## config.mk

```make
export PLATFORM = sky130hd
export DESIGN_NAME = decode_stage
export DESIGN_NICKNAME = d
export VERILOG_FILES = /design/src/rtl/decode_stage.sv
export SDC_FILE = /design/constraint.sdc
export NUM_CORES = 2
export LEC_CHECK = 0
export CORE_UTILIZATION = 35
export DETAILED_ROUTE_END_ITERATION = 10
export GPL_TIMING_DRIVEN = 1
export PLACE_DENSITY_LB_ADDON = 0.08
export SYNTH_ARGS = -nofsm -noshare
export SYNTH_HDL_FRONTEND = slang
export SYNTH_SLANG_ARGS = --single-unit
```

## constraint.sdc

```tcl
create_clock -name clk -period 63.5 [get_ports clk]
set_clock_uncertainty 0.15 [all_clocks]
set_input_delay 9.525 -clock clk [delete_from_list [all_inputs] [get_ports clk]]
set_output_delay 9.525 -clock clk [all_outputs]
set_load 0.02 [all_outputs]
```

## src/rtl/decode_stage.sv

```systemverilog
// Decode stage of the 5-stage RV32I pipeline: register file, immediate
// generation, control decode and the ID/EX pipeline register.
module decode_stage #(
  parameter int unsigned XLEN      = 32,
  parameter logic [31:0] NOP_INSTR = 32'h00000013
) (
  input  logic            clk,
  input  logic            reset,
  input  logic [31:0]     instrD,
  input  logic [XLEN-1:0] PCD,
  input  logic [XLEN-1:0] PCPlus4D,
  input  logic            RegWriteW,
  input  logic [4:0]      RdW,
  input  logic [XLEN-1:0] ResultW,
  input  logic            flush_e,
  output logic [4:0]      Rs1D,
  output logic [4:0]      Rs2D,
  output logic [XLEN-1:0] RD1E,
  output logic [XLEN-1:0] RD2E,
  output logic [XLEN-1:0] ImmExtE,
  output logic [XLEN-1:0] PCE,
  output logic [XLEN-1:0] PCPlus4E,
  output logic [4:0]      Rs1E,
  output logic [4:0]      Rs2E,
  output logic [4:0]      RdE,
  output logic [2:0]      Funct3E,
  output logic            RegWriteE,
  output logic            MemWriteE,
  output logic            ALUSrcE,
  output logic            ALUSrcAE,
  output logic            BranchE,
  output logic            JumpE,
  output logic            JalrE,
  output logic            IllegalE,
  output logic [1:0]      ResultSrcE,
  output logic [3:0]      ALUControlE
);

  typedef enum logic [6:0] {
    OP_R     = 7'b0110011,
    OP_IMM   = 7'b0010011,
    OP_LOAD  = 7'b0000011,
    OP_STORE = 7'b0100011,
    OP_BR    = 7'b1100011,
    OP_JAL   = 7'b1101111,
    OP_JALR  = 7'b1100111,
    OP_LUI   = 7'b0110111,
    OP_AUIPC = 7'b0010111
  } opcode_e;

  typedef enum logic [3:0] {
    ALU_ADD = 4'd0, ALU_SUB = 4'd1, ALU_AND  = 4'd2, ALU_OR  = 4'd3,
    ALU_XOR = 4'd4, ALU_SLL = 4'd5, ALU_SRL  = 4'd6, ALU_SRA = 4'd7,
    ALU_SLT = 4'd8, ALU_SLTU = 4'd9, ALU_PASSB = 4'd10
  } alu_e;

  typedef struct packed {
    logic [XLEN-1:0] rd1;
    logic [XLEN-1:0] rd2;
    logic [XLEN-1:0] imm;
    logic [XLEN-1:0] pc;
    logic [XLEN-1:0] pc4;
    logic [4:0]      rs1;
    logic [4:0]      rs2;
    logic [4:0]      rd;
    logic [2:0]      funct3;
    logic            reg_write;
    logic            mem_write;
    logic            alu_src;
    logic            alu_src_a;
    logic            branch;
    logic            jump;
    logic            jalr;
    logic            illegal;
    logic [1:0]      result_src;
    alu_e            alu_ctl;
  } idex_t;

  // The NOP encoding needs no special case: it decodes naturally as addi x0,x0,0.
  logic unused_nop;
  assign unused_nop = ^NOP_INSTR;

  logic [XLEN-1:0] rf_q [1:31];
  logic [XLEN-1:0] rd1, rd2;
  idex_t           ex_d, ex_q;

  // ALU operation from funct3; alt selects SUB/SRA where applicable.
  function automatic alu_e alu_from_f3(input logic [2:0] f3, input logic alt);
    case (f3)
      3'b000:  return alt ? ALU_SUB : ALU_ADD;
      3'b001:  return ALU_SLL;
      3'b010:  return ALU_SLT;
      3'b011:  return ALU_SLTU;
      3'b100:  return ALU_XOR;
      3'b101:  return alt ? ALU_SRA : ALU_SRL;
      3'b110:  return ALU_OR;
      default: return ALU_AND;
    endcase
  endfunction

  assign Rs1D = instrD[19:15];
  assign Rs2D = instrD[24:20];

  // Register file write port; x0 is not stored.
  always_ff @(posedge clk or posedge reset) begin
    if (reset) begin
      for (int unsigned i = 1; i < 32; i++) rf_q[i] <= '0;
    end else if (RegWriteW && (RdW != 5'd0)) begin
      rf_q[RdW] <= ResultW;
    end
  end

  // Combinational reads with write-through of the current writeback.
  always_comb begin
    rd1 = '0;
    rd2 = '0;
    if (Rs1D != 5'd0) rd1 = (RegWriteW && RdW == Rs1D) ? ResultW : rf_q[Rs1D];
    if (Rs2D != 5'd0) rd2 = (RegWriteW && RdW == Rs2D) ? ResultW : rf_q[Rs2D];
  end

  // Control, immediate and operand bundle for the ID/EX register.
  always_comb begin
    ex_d        = '0;
    ex_d.rd1    = rd1;
    ex_d.rd2    = rd2;
    ex_d.pc     = PCD;
    ex_d.pc4    = PCPlus4D;
    ex_d.rs1    = Rs1D;
    ex_d.rs2    = Rs2D;
    ex_d.rd     = instrD[11:7];
    ex_d.funct3 = instrD[14:12];
    ex_d.alu_ctl = ALU_ADD;
    case (instrD[6:0])
      OP_R: begin
        ex_d.reg_write = 1'b1;
        ex_d.alu_ctl   = alu_from_f3(instrD[14:12], instrD[30]);
      end
      OP_IMM: begin
        // Only SRAI honours funct7[5]; ADDI with bit 30 set stays ADD.
        ex_d.reg_write = 1'b1;
        ex_d.alu_src   = 1'b1;
        ex_d.alu_ctl   = alu_from_f3(instrD[14:12],
                                     instrD[30] && instrD[14:12] == 3'b101);
        ex_d.imm       = {{20{instrD[31]}}, instrD[31:20]};
      end
      OP_LOAD: begin
        ex_d.reg_write  = 1'b1;
        ex_d.alu_src    = 1'b1;
        ex_d.result_src = 2'b01;
        ex_d.imm        = {{20{instrD[31]}}, instrD[31:20]};
      end
      OP_STORE: begin
        ex_d.mem_write = 1'b1;
        ex_d.alu_src   = 1'b1;
        ex_d.imm       = {{20{instrD[31]}}, instrD[31:25], instrD[11:7]};
      end
      OP_BR: begin
        ex_d.branch  = 1'b1;
        ex_d.alu_ctl = ALU_SUB;
        ex_d.imm     = {{20{instrD[31]}}, instrD[7], instrD[30:25], instrD[11:8], 1'b0};
      end
      OP_JAL: begin
        ex_d.jump       = 1'b1;
        ex_d.reg_write  = 1'b1;
        ex_d.result_src = 2'b10;
        ex_d.imm        = {{12{instrD[31]}}, instrD[19:12], instrD[20], instrD[30:21], 1'b0};
      end
      OP_JALR: begin
        ex_d.jalr       = 1'b1;
        ex_d.reg_write  = 1'b1;
        ex_d.result_src = 2'b10;
        ex_d.alu_src    = 1'b1;
        ex_d.imm        = {{20{instrD[31]}}, instrD[31:20]};
      end
      OP_LUI: begin
        ex_d.reg_write = 1'b1;
        ex_d.alu_src   = 1'b1;
        ex_d.alu_ctl   = ALU_PASSB;
        ex_d.imm       = {instrD[31:12], 12'b0};
      end
      OP_AUIPC: begin
        ex_d.reg_write = 1'b1;
        ex_d.alu_src   = 1'b1;
        ex_d.alu_src_a = 1'b1;
        ex_d.imm       = {instrD[31:12], 12'b0};
      end
      default: begin
        ex_d.illegal = 1'b1;
      end
    endcase
  end

  // ID/EX pipeline register: reset, then bubble on flush, else load.
  always_ff @(posedge clk or posedge reset) begin
    if (reset)        ex_q <= '0;
    else if (flush_e) ex_q <= '0;
    else              ex_q <= ex_d;
  end

  assign RD1E        = ex_q.rd1;
  assign RD2E        = ex_q.rd2;
  assign ImmExtE     = ex_q.imm;
  assign PCE         = ex_q.pc;
  assign PCPlus4E    = ex_q.pc4;
  assign Rs1E        = ex_q.rs1;
  assign Rs2E        = ex_q.rs2;
  assign RdE         = ex_q.rd;
  assign Funct3E     = ex_q.funct3;
  assign RegWriteE   = ex_q.reg_write;
  assign MemWriteE   = ex_q.mem_write;
  assign ALUSrcE     = ex_q.alu_src;
  assign ALUSrcAE    = ex_q.alu_src_a;
  assign BranchE     = ex_q.branch;
  assign JumpE       = ex_q.jump;
  assign JalrE       = ex_q.jalr;
  assign IllegalE    = ex_q.illegal;
  assign ResultSrcE  = ex_q.result_src;
  assign ALUControlE = ex_q.alu_ctl;

endmodule

```

==> reports/qor.yml <==
run_status:
  outcome: "finished, final reports clean"
yosys:
  synth_xor_area_frac: 0.001454
  yosys-top-cells-count: "dfrtp_1, mux2_2, mux4_2"
  async_reset_ff_frac: 1.000
  synth_fa_ha_area_frac: 0
  ys_seq_area_frac: 0.4918
  synthesis.area_mm2: 0.06024
  syn_nets: 4224
  synthCells: 4087
  synth_edf_count: 0
  synth_compound_area_frac: 0.04387
  synth.avg_cell_area_um2: 14.74
  synth_top_family_by_area: "multiplexers"
  synth_largest_area_cell: "dfrtp_1"
  synth_cell_types: 59
  synth_top_area_frac: 0.4918
  synthMuxAreaShare: 0.3970
  yosys.area_share.simple: 0.03167
  yosysMostFrequentCell: "dfrtp_1"
  synth_warnings: 0
  yosys-top-cells-area: "dfrtp_1, mux2_2, mux4_2, mux2i_1, clkbuf_1"
  synth_ff_type: "dfrtp_1"
  ys_ff_latch: 1184
cts:
  tritoncts: "built"
  clockBufferDepth: 3
  cts_inserted_buffers: 143
  post_cts_buffers: 0
  h-tree-depth: 4
  clock-sinks: 1184
  cts-resized-gates: 0
  cts_hold_buffers: 0
  clk_latency_ns: 0.80
  cts-root-buf: "clkbuf_16"
  path_clk_slew_ns: 0.05
worst_setup_path:
  worstReg2RegStart: "rf_q[284]"
  path_class: "in -> out"
  rr_endpoint: "RD1E[28]"
  crit_arrival_ns: 10.76
  endpoint_kind: "primary output"
  cp_data_required_time_ns: 53.82
  crit_chain: "buf_8, clkdlybuf4s50_1"
  startpoint: "instrD[16]"
  path_buf_inv: 2
  path_delay_family: "buffers and inverters"
  worstSetupStartpointType: "input port"
  r2r_slack_ns: 61.08
  worst-r2r-cell-count: 5
  path_max_fanout: 59
  critical-path-slowest-cell: "clkdlybuf4s50_1"
  slowest_delay_ns: 0.74
floorplanning:
  die_width_um: 416.9
  start_util: 0.3539
  row_count: 151
  die_y_um: 416.9
  io_pins: 339
  die_area_mm2: 0.1738
  coreArea_mm2: 0.1702
grt:
  grt_pass1_vias: 39510
  overflow: 0
  grt.total_usage: 0.2549
  grt_pass1_wl_mm: 316.0
  grt_antenna_before_repair: 7
  grt_max_degree: 165
detailed_routing:
  postRouteAntennaNets: 0
  drtIter0Drc: 2953
  finalWirelength_mm: 220.0
  drc: 0
  viasPerCell: 5.749
  firstDrtPassIters: 5
  avgRoutedWirePerCell_um: 33.02
  vias: 38300
power_and_ir_drop:
  p_leak_uw: 0.03001
  ir_drop_mv: 0.01996
  powerDensity_mw_per_mm2: 31.85
placed_design:
  pre_cts_slack_ns: 43.04
  gp_congestion: 0.7703
  io_buffers: 338
  place_hpwl_mm: 120.9
  placed_cells: 6404
job:
  drv_cap: 0
timing:
  period_needed_ns: 20.43
  report.final.slew_viol_count: 0
  setup_ws_ns: 43.07
  finalHoldViolCount: 0
  tns_ns: 0
  rsz0062_at_grt: "no"
  fin_crit_sh: 0.3218
  max_freq_ghz: 0.04894
  tightestPinTransition_ns: 1.304
  max-slew-margin-rel: 0.1279
  finalSetupViolCount: 0
finish:
  layout.nets: 4391
  syn_to_final_growth_pct: 16.84
  drive_gt1_frac: 0.4392
  fin_cells: 6662
hold_path:
  min_from: "rf_q[436]"
  holdPathStages: 1
  hold_path_end: "rf_q[436]"
  hold_path.class: "reg -> reg"
## power breakdown
group	internal [uW]	switching, uW
registers	887	92.7
clock network	483	343
logic	253	182
total	1620	618
## registers in the layout (all words and copies together), names as in the netlist, 3 cells and up
signal and count:
ALUControlE 4, PCE 32, rf_q 992, Rs2E 5, RD2E 32, RD1E 32
PCPlus4E 32, Funct3E 3, RdE 5, Rs1E 5, ImmExtE 32
## placed cells by master, fill, tap and decap left out, types with 27 or more instances in the layout
master	count
a21oi_1	56
clkdlybuf4s50_1	327
dfrtp_1	1184
clkbuf_16	147
nor3_1	31
nand2_1	59
nand2b_1	27
clkbuf_1	40
mux2_2	1087
a31oi_1	33
nor2b_1	99
a22o_1	55
buf_4	116
o21ai_0	74
mux4_2	434
nor2_1	49
clkbuf_8	32
mux2i_1	190
a221oi_1	33
## routing by layer
layer / part of all wire / vias up / track usage
li1: - / 15910 / -
met1: 0.44 / 20970 / 0.3520
met2: 0.48 / 1166 / 0.4139
met3: 0.048 / 264 / 0.03997
met4: 0.026 / 0 / 0.07322
met5: 0 / - / 0
## layout make-up
cell class | instances | area [um^2]
Inverter | 6 | 30.03
Sequential cell | 1184 | 29630
Clock buffer | 218 | 4255
Fill cell | 15740 | 99840
Clock inverter | 38 | 411.6
Multi-Input combinational cell | 2465 | 28850
Antenna cell | 2 | 5.005
Tap cell | 2295 | 2872
Timing Repair Buffer | 454 | 4329
## how the worst max path moves through the flow
stage / to / slack, ns / cells past startpoint
5_1_grt: Rs2D[0] / 43.00 / 2
2_1_floorplan: ALUControlE[0] / 20.47 / 1
4_1_cts: Rs1D[1] / 43.04 / 2
6_report: Rs1D[1] / 43.07 / 2
3_3_place_gp: Rs1D[1] / 43.04 / 2
3_5_place_dp: Rs1D[1] / 43.04 / 2
## kinds of logic after synthesis
logic type,after synthesis
AOI/OAI and AO/OA,379
xor gates and xnor gates,10
DFF,1184
buffers and inverters,438
muxes,1711
and+or+nand+nor,365
## metrics by stage
stage / area [um^2] / utilization / hold WS (ns) / total power (uW)
3_3_place_gp: 65710 / 0.3860 / 0.3497 / 1420
6_report: 70380 / 0.4135 / 0.3695 / 2242
3_5_place_dp: 65710 / 0.3860 / 0.3584 / 1428
4_1_cts: 70380 / 0.4134 / 0.3699 / 2266
2_1_floorplan: 60240 / - / 0.3386 / 1289
5_1_grt: 70380 / 0.4135 / 0.3859 / 2342
No activity file was read; power rests on OpenSTA's default activity.
